File: config.mk
export PLATFORM = sky130hd
export DESIGN_NAME = sprite_ram_loader
export DESIGN_NICKNAME = d
export VERILOG_FILES = /design/src/rtl/sprite_ram_loader.sv
export SDC_FILE = /design/constraint.sdc
export NUM_CORES = 1
export LEC_CHECK = 0
export CAP_MARGIN = 20
export CORE_MARGIN = 3
export CORE_UTILIZATION = 50
export CTS_CLUSTER_DIAMETER = 150
export DETAILED_ROUTE_END_ITERATION = 8
export PLACE_DENSITY_LB_ADDON = 0.3
export SKIP_LAST_GASP = 1
export SLEW_MARGIN = 20
export SYNTH_ARGS = -nofsm -noshare
export SYNTH_HDL_FRONTEND = slang
export SYNTH_SLANG_ARGS = --single-unit
File: constraint.sdc
create_clock -name Clk -period 2.75 [get_ports Clk]
set_clock_uncertainty 0.05 [all_clocks]
set_input_delay 0.55 -clock Clk [delete_from_list [all_inputs] [get_ports Clk]]
set_output_delay 0.55 -clock Clk [all_outputs]
set_load 0.1 [all_outputs]
File: src/rtl/sprite_ram_loader.sv
// -----------------------------------------------------------------------------
// sprite_ram_loader
//
// Streams a row-major sprite image from a valid/ready pixel source into a
// sprite RAM. Every accepted pixel is written one cycle later at
// (base + pixel index), wrapping modulo 2^ADDR_W. A load ends after
// IMAGE_WIDTH*IMAGE_HEIGHT pixels, signalled by a one-cycle load_done pulse
// that coincides with the final RAM write. An abort cancels the load without
// signalling completion.
//
// Ports:
//   Clk            - single clock, rising edge
//   Reset_n        - asynchronous active-low reset
//   start          - begin a load (only honoured while idle)
//   abort          - cancel the load in progress
//   base_addr      - RAM offset of pixel (0,0), captured on accepted start
//   pix_valid      - source presents a pixel on pix_data
//   pix_data       - pixel {R,G,B}, row-major, row 0 first
//   pix_ready      - loader accepts pix_data this cycle
//   ram_we         - sprite RAM write strobe
//   ram_addr       - sprite RAM write address
//   ram_data       - sprite RAM write data
//   busy           - a load is in progress
//   load_done      - one-cycle pulse on successful completion
//
// Optional feature (macro SPRITE_LOADER_CKSUM_EN):
//   expected_cksum - reference sum of all pixels of the image
//   cksum_ok       - set when the completed image sums to expected_cksum,
//                    held until the next accepted start
// -----------------------------------------------------------------------------
module sprite_ram_loader #(
    parameter int IMAGE_WIDTH  = 50,
    parameter int IMAGE_HEIGHT = 50,
    parameter int ADDR_W       = 19,
    parameter int PIX_W        = 24
) (
    input  logic              Clk,
    input  logic              Reset_n,
    input  logic              start,
    input  logic              abort,
    input  logic [ADDR_W-1:0] base_addr,
    input  logic              pix_valid,
    input  logic [PIX_W-1:0]  pix_data,
    output logic              pix_ready,
    output logic              ram_we,
    output logic [ADDR_W-1:0] ram_addr,
    output logic [PIX_W-1:0]  ram_data,
    output logic              busy,
    output logic              load_done
`ifdef SPRITE_LOADER_CKSUM_EN
    ,
    input  logic [PIX_W-1:0]  expected_cksum,
    output logic              cksum_ok
`endif
);

    localparam int X_W = (IMAGE_WIDTH  > 1) ? $clog2(IMAGE_WIDTH)  : 1;
    localparam int Y_W = (IMAGE_HEIGHT > 1) ? $clog2(IMAGE_HEIGHT) : 1;
    localparam logic [X_W-1:0] X_LAST = X_W'(IMAGE_WIDTH - 1);
    localparam logic [Y_W-1:0] Y_LAST = Y_W'(IMAGE_HEIGHT - 1);

    typedef enum logic [1:0] {
        IDLE,
        LOAD,
        DONE
    } state_t;

    state_t            state_q, state_d;
    logic [ADDR_W-1:0] base_q, base_d;
    logic [ADDR_W-1:0] pos_q, pos_d;
    logic [X_W-1:0]    x_q, x_d;
    logic [Y_W-1:0]    y_q, y_d;
    logic              ram_we_q, ram_we_d;
    logic [ADDR_W-1:0] ram_addr_q, ram_addr_d;
    logic [PIX_W-1:0]  ram_data_q, ram_data_d;

`ifdef SPRITE_LOADER_CKSUM_EN
    logic [PIX_W-1:0]  sum_q, sum_d;
    logic              cksum_ok_q, cksum_ok_d;
`endif

    logic handshake;
    logic last_pixel;

    // Readiness depends on the state register only, so the source never sees
    // a combinational path from its own pix_valid back to pix_ready.
    assign pix_ready  = (state_q == LOAD);
    assign handshake  = pix_valid & pix_ready;
    assign last_pixel = (x_q == X_LAST) && (y_q == Y_LAST);

    assign busy      = (state_q == LOAD);
    assign load_done = (state_q == DONE);
    assign ram_we    = ram_we_q;
    assign ram_addr  = ram_addr_q;
    assign ram_data  = ram_data_q;

`ifdef SPRITE_LOADER_CKSUM_EN
    assign cksum_ok = cksum_ok_q;
`endif

    // Next-state logic. The RAM write is issued from registers in the cycle
    // after the handshake; x/y track the raster position so the end of the
    // image is detected without a wide multiply-compare on pos.
    always_comb begin
        state_d    = state_q;
        base_d     = base_q;
        pos_d      = pos_q;
        x_d        = x_q;
        y_d        = y_q;
        ram_we_d   = 1'b0;
        ram_addr_d = ram_addr_q;
        ram_data_d = ram_data_q;
`ifdef SPRITE_LOADER_CKSUM_EN
        sum_d      = sum_q;
        cksum_ok_d = cksum_ok_q;
`endif

        case (state_q)
            IDLE: begin
                // start beats a simultaneous abort simply because abort is
                // not looked at in this state.
                if (start) begin
                    state_d = LOAD;
                    base_d  = base_addr;
                    pos_d   = '0;
                    x_d     = '0;
                    y_d     = '0;
`ifdef SPRITE_LOADER_CKSUM_EN
                    sum_d      = '0;
                    cksum_ok_d = 1'b0;
`endif
                end
            end

            LOAD: begin
                if (handshake) begin
                    ram_we_d   = 1'b1;
                    ram_addr_d = base_q + pos_q;
                    ram_data_d = pix_data;
                    pos_d      = pos_q + ADDR_W'(1);
                    if (x_q == X_LAST) begin
                        x_d = '0;
                        y_d = y_q + Y_W'(1);
                    end else begin
                        x_d = x_q + X_W'(1);
                    end
`ifdef SPRITE_LOADER_CKSUM_EN
                    sum_d = sum_q + pix_data;
`endif
                end

                // A same-cycle pixel is still written above, but abort
                // suppresses completion even on the last pixel.
                if (abort) begin
                    state_d = IDLE;
                end else if (handshake && last_pixel) begin
                    state_d = DONE;
`ifdef SPRITE_LOADER_CKSUM_EN
                    cksum_ok_d = (sum_d == expected_cksum);
`endif
                end
            end

            DONE: begin
                state_d = IDLE;
            end

            default: begin
                state_d = IDLE;
            end
        endcase
    end

    // State and output registers; reset clears everything asynchronously so
    // a load in progress is abandoned immediately.
    always_ff @(posedge Clk or negedge Reset_n) begin
        if (!Reset_n) begin
            state_q    <= IDLE;
            base_q     <= '0;
            pos_q      <= '0;
            x_q        <= '0;
            y_q        <= '0;
            ram_we_q   <= 1'b0;
            ram_addr_q <= '0;
            ram_data_q <= '0;
`ifdef SPRITE_LOADER_CKSUM_EN
            sum_q      <= '0;
            cksum_ok_q <= 1'b0;
`endif
        end else begin
            state_q    <= state_d;
            base_q     <= base_d;
            pos_q      <= pos_d;
            x_q        <= x_d;
            y_q        <= y_d;
            ram_we_q   <= ram_we_d;
            ram_addr_q <= ram_addr_d;
            ram_data_q <= ram_data_d;
`ifdef SPRITE_LOADER_CKSUM_EN
            sum_q      <= sum_d;
            cksum_ok_q <= cksum_ok_d;
`endif
        end
    end

endmodule

# --- Yosys cells after proc, flatten, opt, wreduce, memory -nomap -nowiden ---
# Cells that the tools add are included.
# Widths: inputs -> output; s select.
op_classes:
  n_eq_ne: 8
  add_sub_neg: 4
  n_bitwise: 1
  reduce_logical: 9
  mux: 16
op_table:
  columns: ["operator", "n"]
  rows:
  - ["$mux 19", 2]
  - ["$pmux 19 s2", 1]
  - ["$mux 6", 5]
  - ["$pmux 6 s2", 2]
  - ["$add 19x1->19 const B", 1]
  - ["$add 19x19->19", 1]
  - ["$add 6x1->6 const B", 2]
  - ["$eq 6x6->1 const B", 2]
  - ["$mux 2", 3]
  - ["$reduce_and 2->1", 3]
  - ["$ne 2x1->1 const B", 2]
  - ["$pmux 2 s2", 1]
  - ["$reduce_and 4->1", 1]
  - ["$ne 3x2->1 const B", 1]
  - ["$reduce_and 3->1", 1]
  - ["$eq 2x1->1 const B", 1]
  - ["$eq 2x2->1 const B", 1]
  - ["$logic_and 1x1->1", 2]
  - ["$logic_not 2->1", 1]
  - ["$mux 1", 2]
  - ["$ne 2x2->1 const B", 1]
  - ["$reduce_bool 2->1", 1]
  - ["$and 1x1->1", 1]
word_totals:
  output_inout_bits: 47
  input_bits: 48
  ff_bits: 96

# --- Logic depth before layout (Yosys ltp) ---
# Gate-level depths: netlist of the first run.
logic_depth:
  depth_word: 6
  mapped_depth: 9
  ltp_nobuf: 9

# --- Worst setup path before layout of the first run ---
# No wires, ideal clock.
synth_path:
  kind: "reg2reg"
  start: "reg state_q[1]"
  end: "reg y_q[4]"
  t_arrival_ns: 3.032
  t_required_ns: 2.568
  path_stages_with_launch: 8
  path_slack_ns: -0.464
  cell_sequence: "dfrtp_1 -> nor2b_1 -> o21ai_1 -> and2_1 -> clkbuf_1 -> nand4_1 -> xor2_1 -> nor2_1"
synth_between:
  elab_chain_cells: 4
  word_cells_on_any_way: 9
  classes_between: "4 x eq/ne; 1 x mux; 1 x bitwise; 3 x reduce/logical"
synth_rtl:
  columns: ["item", "line", "text"]
  rows:
  - ["start, declared", "68", "state_t state_q, state_d;"]
  - ["start signal, assigned", "191", "state_q <= state_d;"]
  - ["$eq 2x1->1 *", null, null]
  - ["net busy", "48", "output logic busy,"]
  - ["$and 1x1->1", "88", "assign handshake = pix_valid & pix_ready;"]
  - ["$ne 2x1->1 (no source line)", null, null]
  - ["$reduce_and 4->1 (no source line)", null, null]
  - ["end signal, assigned", "195", "y_q <= y_d;"]
  - ["end, declared", "72", "logic [Y_W-1:0] y_q, y_d;"]
# The timed path passes the listed nets; every way through them passes the cells marked *.
# A chain may end at the register's enable or synchronous reset.

# --- Worst setup path in the final report of the first run ---
layout_path:
  start: "reg pos_q[0]"
  end: "reg ram_addr_q[10], in the netlist ram_addr[10]"
layout_between:
  elab_chain_cells: 1
layout_rtl:
  columns: ["item", "line", "text"]
  rows:
  - ["start, declared", "70", "logic [ADDR_W-1:0] pos_q, pos_d;"]
  - ["start signal, assigned", "193", "pos_q <= pos_d;"]
  - ["$add 19x19->19", "138", "ram_addr_d = base_q + pos_q;"]
  - ["end signal, assigned", "197", "ram_addr_q <= ram_addr_d;"]
  - ["end, declared", "74", "logic [ADDR_W-1:0] ram_addr_q, ram_addr_d;"]
# No other way between the ends.

==> results.sh, run 1 <==
export IMPL_grt_usage_pct=20.6
export IMPL_clk_latency_ps=370
export IMPL_hold_path_class="input port to async pin"
export IMPL_syn2layout_area_growth_pct=24.5
export IMPL_rows=35
export IMPL_crit_path_end_kind="register"
export IMPL_die_area_um2=10900
export IMPL_path_max_fanout=5
export IMPL_worstReg2RegEnd="ram_addr[10]$_DFFE_PN0P_"
export IMPL_first_pass_iters=6
export IMPL_avgSynthCellArea_um2=9.54
export IMPL_design_area_um2=6060
export IMPL_rrSetupSlack_ps=250
export IMPL_post_place_ws_ps=207
export IMPL_reg2reg_from="pos_q[0]$_DFFE_PN0P_"
export IMPL_viasPerCell=5.31
export IMPL_antenna_found_initial=0
export IMPL_cp_endpoint="ram_addr[10]$_DFFE_PN0P_"
export IMPL_portBuffers=94
export IMPL_cts_root_buffer="clkbuf_8"
export IMPL_switchingPower_mw=2.75
export IMPL_core_um2=9330
export IMPL_final_nets=677
export IMPL_route_detailed_drc=0
export IMPL_placed_cell_area_um2=5870
export IMPL_postCtsSetupRepairBufs=0
export IMPL_cts_tree="built"
export IMPL_p_total_mw=5.46
export IMPL_cts_resized=0
export IMPL_synth_area_um2=4860
export IMPL_gp_congestion=0.966
export IMPL_maxSlewViolCount=0
export IMPL_crit_required_ps=2970
export IMPL_slew_headroom_pct=67.1
export IMPL_dieWidth_um=105
export IMPL_final_util_pct=64.9
export IMPL_ctsHoldBuffers=0
export IMPL_instances_no_fill=739
export IMPL_path_class="register to register"
export IMPL_synth_seq_cells=96
export IMPL_dr_first_iter_drc_count=165
export IMPL_clockBufferDepth=2
export IMPL_rsz0062_at_grt="no"
export IMPL_grt_pass1_vias=3737
export IMPL_fill_cells=788
export IMPL_arrival_ps=2720
export IMPL_die_h_um=105
export IMPL_netlist_cell_type_count=49
export IMPL_vias=3921
export IMPL_p_int_mw=2.70
export IMPL_min_period_ps=2500
export IMPL_cts_max_level=3
export IMPL_cts_clk_slew_worst_paths_ps=100
export IMPL_grt_pass1_wl_um=18600
export IMPL_setup_tns_ps=0
export IMPL_cap_violations=0
export IMPL_ff2ff_path_depth=9
export IMPL_dpl_hpwl_um=8420
export IMPL_cp_startpoint="pos_q[0]$_DFFE_PN0P_"
export IMPL_initial_core_util_pct=52.2
export IMPL_ys_warn_count=0
export IMPL_power_frac_seq_pct=35.3
export IMPL_synth_top_area_share_pct=49.4
export IMPL_ys_seq_area_share_pct=49.4
export IMPL_powerDensity_nw_per_um2=901
export IMPL_peakVddDrop_mv=0.384
export IMPL_comb_power_share_pct=48.5
export IMPL_synthFlopType="dfrtp_1"
export IMPL_wl_per_cell_um=14.7
export IMPL_synth_fp_nets=582
export IMPL_grt_max_degree=60
export IMPL_diodes=0
export IMPL_layout_setup_ws_ps=246
export IMPL_power_share_clock_pct=16.2
export IMPL_grt_ovfl_total=0
export IMPL_drive_gt1_share_pct=13.4
export IMPL_leakage_nw=2.84
export IMPL_io_pins=95
export IMPL_finalSetupViolCount=0
export IMPL_placed_cells=723
export IMPL_async_reset_ff_share_pct=100
export IMPL_cts_buffers_inserted=9
export IMPL_synthCells=510
export IMPL_clock_fmax_ghz=0.399
export IMPL_switching_share_pct=50.5
export IMPL_critPathLaunchType="register"
export IMPL_synth_edf_count=0
export IMPL_hold_viol=0
export IMPL_whs_ps=83.0
export IMPL_final_antenna_net_count=0
export IMPL_drt_wl_total_um=10900
export IMPL_synth_largest_area_cell="dfrtp_1"
export IMPL_status="complete, no violations"
export IMPL_fin_crit_sh_pct=91.1
export IMPL_tightestPinTransition_ps=494
export IMPL_synth_top_cells_by_area="dfrtp_1, nand2_1, ha_1"
export IMPL_numClockSinks=96
## synth_stat cells, types with 7 or more instances
cell        n
nand2_1   122
nand4_1     8
and3_1      7
ha_1       23
nor3_1      9
nand3_1    14
o21ai_1    28
nor2_1     30
inv_1      10
clkbuf_1   11
a21oi_1    26
dfrtp_1    96
xor2_1     20
mux2_1     19
xnor2_1    11
## routing by layer
layer	vias to the layer above	share of wire [%]	track usage, %
met5	-	0	0
met4	0	1.5	5.81
met3	14	5.9	3.71
met2	106	47	33.4
met1	1861	46	28.6
li1	1940	-	-
## critical path: stages (launching register included)
cell,delay [ps]
dfrtp_1,420
ha_1,200
inv_1,60
fa_1,390
nand2b_1,180
a21oi_1,300
o211ai_1,220
a21oi_1,180
mux2_1,330
o311ai_1,90
## logic make-up after synthesis
| group | count (synthesis) | share of synthesized area [%] |
|---|---|---|
| simple gates | 218 | 20.3 |
| fa+ha+maj | 24 | 6.33 |
| buf+inv | 30 | 2.49 |
| flops | 96 | 49.4 |
| compound gates | 90 | 11.1 |
| mux | 21 | 4.81 |
| xor+xnor | 31 | 5.58 |
## power groups by stage
stage	clock [mW]	combinational, mW	sequential, mW
5_1_grt	0.964	2.80	1.98
2_1_floorplan	0	0.659	3.28
6_report	0.885	2.64	1.93
4_1_cts	0.902	2.66	1.93
3_3_place_gp	0	2.62	1.94
3_5_place_dp	0	2.66	1.96
## sequential cells by signal, indices dropped and copies added (netlist names)
name / flops
state_q: 2
ram_addr: 19
y_q: 6
ram_we: 1
ram_data: 24
pos_q: 19
base_q: 19
x_q: 6
## worst min-delay path by stage
stage	startpoint	end	slack (ps)	depth (start not counted)
2_1_floorplan	Reset_n	base_q[0]$_DFFE_PN0P_	200	0
5_1_grt	Reset_n	ram_addr[13]$_DFFE_PN0P_	120	1
3_3_place_gp	ram_data[7]$_DFFE_PN0P_	ram_data[7]$_DFFE_PN0P_	410	2
6_report	Reset_n	ram_addr[13]$_DFFE_PN0P_	80	1
4_1_cts	Reset_n	ram_addr[13]$_DFFE_PN0P_	100	1
3_5_place_dp	ram_data[2]$_DFFE_PN0P_	ram_data[2]$_DFFE_PN0P_	420	2
## cell usage in the layout (no fill, tap or decap), drive strengths merged, types with 2 or more instances in the layout
cell,count
clkinv,5
and4,3
and3,8
clkdlybuf4s50,46
buf,57
dfrtp,96
xnor2,11
xor2,20
o31ai,3
inv,13
o211ai,6
nor3b,2
ha,23
clkbuf,9
nand3,14
or3,4
o21a,2
nor3,9
nand2b,6
o311ai,2
mux2i,2
a21o,3
o21bai,3
a21oi,27
nand2,122
a211oi,5
nor2b,3
nand4,8
o21ai,34
and2,3
nand4b,2
nor2,30
mux2,19
## cell type report
type                    count  area, um^2  share of cell area, %
flip-flops and latches     96        2400                   39.7
multi-input cells         384        2350                   38.8
repair buffers            103         913                   15.1
well taps                 129         161                   2.66
clock buffers               9         124                   2.04
clock inverters             7        67.6                   1.12
inverters                  11        41.3                  0.682
Power figures use the tool's default switching activity.
==> run 2: changes to the inputs <==
--- a/config.mk
+++ b/config.mk
@@ -5,12 +5,14 @@
 export SDC_FILE = /design/constraint.sdc
 export NUM_CORES = 1
 export LEC_CHECK = 0
-export CAP_MARGIN = 20
+export CAP_MARGIN = 5
+export CELL_PAD_IN_SITES_DETAIL_PLACEMENT = 1
+export CELL_PAD_IN_SITES_GLOBAL_PLACEMENT = 2
 export CORE_MARGIN = 3
-export CORE_UTILIZATION = 50
+export CORE_UTILIZATION = 32
 export CTS_CLUSTER_DIAMETER = 150
 export DETAILED_ROUTE_END_ITERATION = 8
-export PLACE_DENSITY_LB_ADDON = 0.3
+export PLACE_DENSITY = 0.91
 export SKIP_LAST_GASP = 1
 export SLEW_MARGIN = 20
 export SYNTH_ARGS = -nofsm -noshare
==> results.sh, run 2 (synthesis results as in run 1) <==
export IMPL_rows=44
export IMPL_dpl_hpwl_um=10200
export IMPL_hold_viol=0
export IMPL_clockBufferDepth=2
export IMPL_syn2layout_area_growth_pct=27.9
export IMPL_route_detailed_drc=0
export IMPL_crit_required_ps=2950
export IMPL_grt_ovfl_total=0
export IMPL_setup_tns_ps=0
export IMPL_tightestPinTransition_ps=538
export IMPL_die_area_um2=16700
export IMPL_final_antenna_net_count=0
export IMPL_path_class="register to register"
export IMPL_cts_resized=0
export IMPL_leakage_nw=2.88
export IMPL_min_period_ps=2510
export IMPL_portBuffers=94
export IMPL_fill_cells=1674
export IMPL_cts_tree="built"
export IMPL_cap_violations=0
export IMPL_instances_no_fill=793
export IMPL_layout_common_cells="nand2_1, dfrtp_1, buf_4"
export IMPL_vias=4067
export IMPL_drt_wl_total_um=13500
export IMPL_cts_clk_slew_worst_paths_ps=80
export IMPL_fin_crit_sh_pct=91.2
export IMPL_grt_max_degree=64
export IMPL_clk_latency_ps=360
export IMPL_maxSlewViolCount=0
export IMPL_largest_register_ffs=24
export IMPL_grt_pass1_vias=4301
export IMPL_clock_fmax_ghz=0.399
export IMPL_status="complete, no violations"
export IMPL_rsz0062_at_grt="no"
export IMPL_cts_buffers_inserted=9
export IMPL_ctsHoldBuffers=0
export IMPL_path_max_fanout=5
export IMPL_placed_cell_area_um2=5930
export IMPL_whs_ps=78.3
export IMPL_postCtsSetupRepairBufs=0
export IMPL_io_pins=95
export IMPL_diodes=0
export IMPL_critPathLaunchType="register"
export IMPL_first_pass_iters=4
export IMPL_slew_headroom_pct=64.1
export IMPL_antenna_found_initial=0
export IMPL_arrival_ps=2710
export IMPL_hold_path_class="input port to async pin"
export IMPL_cts_root_buffer="clkbuf_16"
export IMPL_finalSetupViolCount=0
export IMPL_drive_gt1_share_pct=13.3
export IMPL_dr_first_iter_drc_count=218
export IMPL_gp_congestion=0.859
export IMPL_placed_cells=777
export IMPL_final_nets=676
export IMPL_design_area_um2=6220
export IMPL_dieWidth_um=129
export IMPL_peakVddDrop_mv=0.343
export IMPL_crit_path_end_kind="register"
export IMPL_cts_max_level=3
export IMPL_grt_usage_pct=16.5
export IMPL_grt_pass1_wl_um=22000
export IMPL_wl_per_cell_um=17.1
export IMPL_powerDensity_nw_per_um2=941
export IMPL_final_common_cell="nand2_1"
export IMPL_layout_setup_ws_ps=242
export IMPL_numClockSinks=96
export IMPL_initial_core_util_pct=33.1
export IMPL_core_um2=14700
export IMPL_viasPerCell=5.13
export IMPL_die_h_um=129
export IMPL_post_place_ws_ps=185
## run 2: path summary, 6_finish.rpt
| path | from | end | slack [ps] | cells past startpoint |
|---|---|---|---|---|
| worst max-delay path | pos_q[0]$_DFFE_PN0P_ | ram_addr[10]$_DFFE_PN0P_ | 240 | 9 |
| worst min-delay path | Reset_n | ram_data[12]$_DFFE_PN0P_ | 80 | 1 |
| worst max register to register | pos_q[0]$_DFFE_PN0P_ | ram_addr[10]$_DFFE_PN0P_ | 240 | 9 |
| worst min register to register | ram_addr[7]$_DFFE_PN0P_ | ram_addr[7]$_DFFE_PN0P_ | 430 | 2 |
| max in group asynchronous | Reset_n | base_q[16]$_DFFE_PN0P_ | 1850 | 2 |
| min in group Clk | ram_addr[7]$_DFFE_PN0P_ | ram_addr[7]$_DFFE_PN0P_ | 430 | 2 |
## run 2: stage by stage
stage	utilization, %	power, mW
final	42.3	5.85
after detailed placement	40.4	4.67
after floorplan	-	3.94
after global routing	42.3	6.17
after CTS	42.3	5.93
after global placement	40.4	4.59
## run 2: final cells by class
class                   instances  area (um^2)  area share, %
repair buffers                102          906           14.6
clock inverters                 7         61.3          0.986
inverters                      11         41.3          0.664
clock buffers                   9          225           3.62
multi-input cells             384         2350           37.8
flip-flops and latches         96         2400           38.6
well taps                     184          230           3.70
## run 2: routing by layer
metal / vias up / global-route usage, % / wire [um]
met2: 90 / 27.0 / 6580
li1: 1933 / - / -
met3: 24 / 3.59 / 559
met5: - / 0 / 0
met4: 0 / 5.93 / 335
met1: 2020 / 21.8 / 6070
## run 2: power breakdown
part / total, mW / switching (mW) / internal, mW
clock network: 1.24 / 0.602 / 0.633
logic: 2.67 / 2.03 / 0.634
registers: 1.95 / 0.228 / 1.72
## run 2: worst max-delay path, cell delays in order, from the launching register on
cell and delay [ps]:
dfrtp_1 420, ha_1 190, inv_1 60, fa_1 390, nand2b_1 190, a21oi_1 290, o211ai_1 200, a21oi_1 180
mux2_1 350, o311ai_1 80
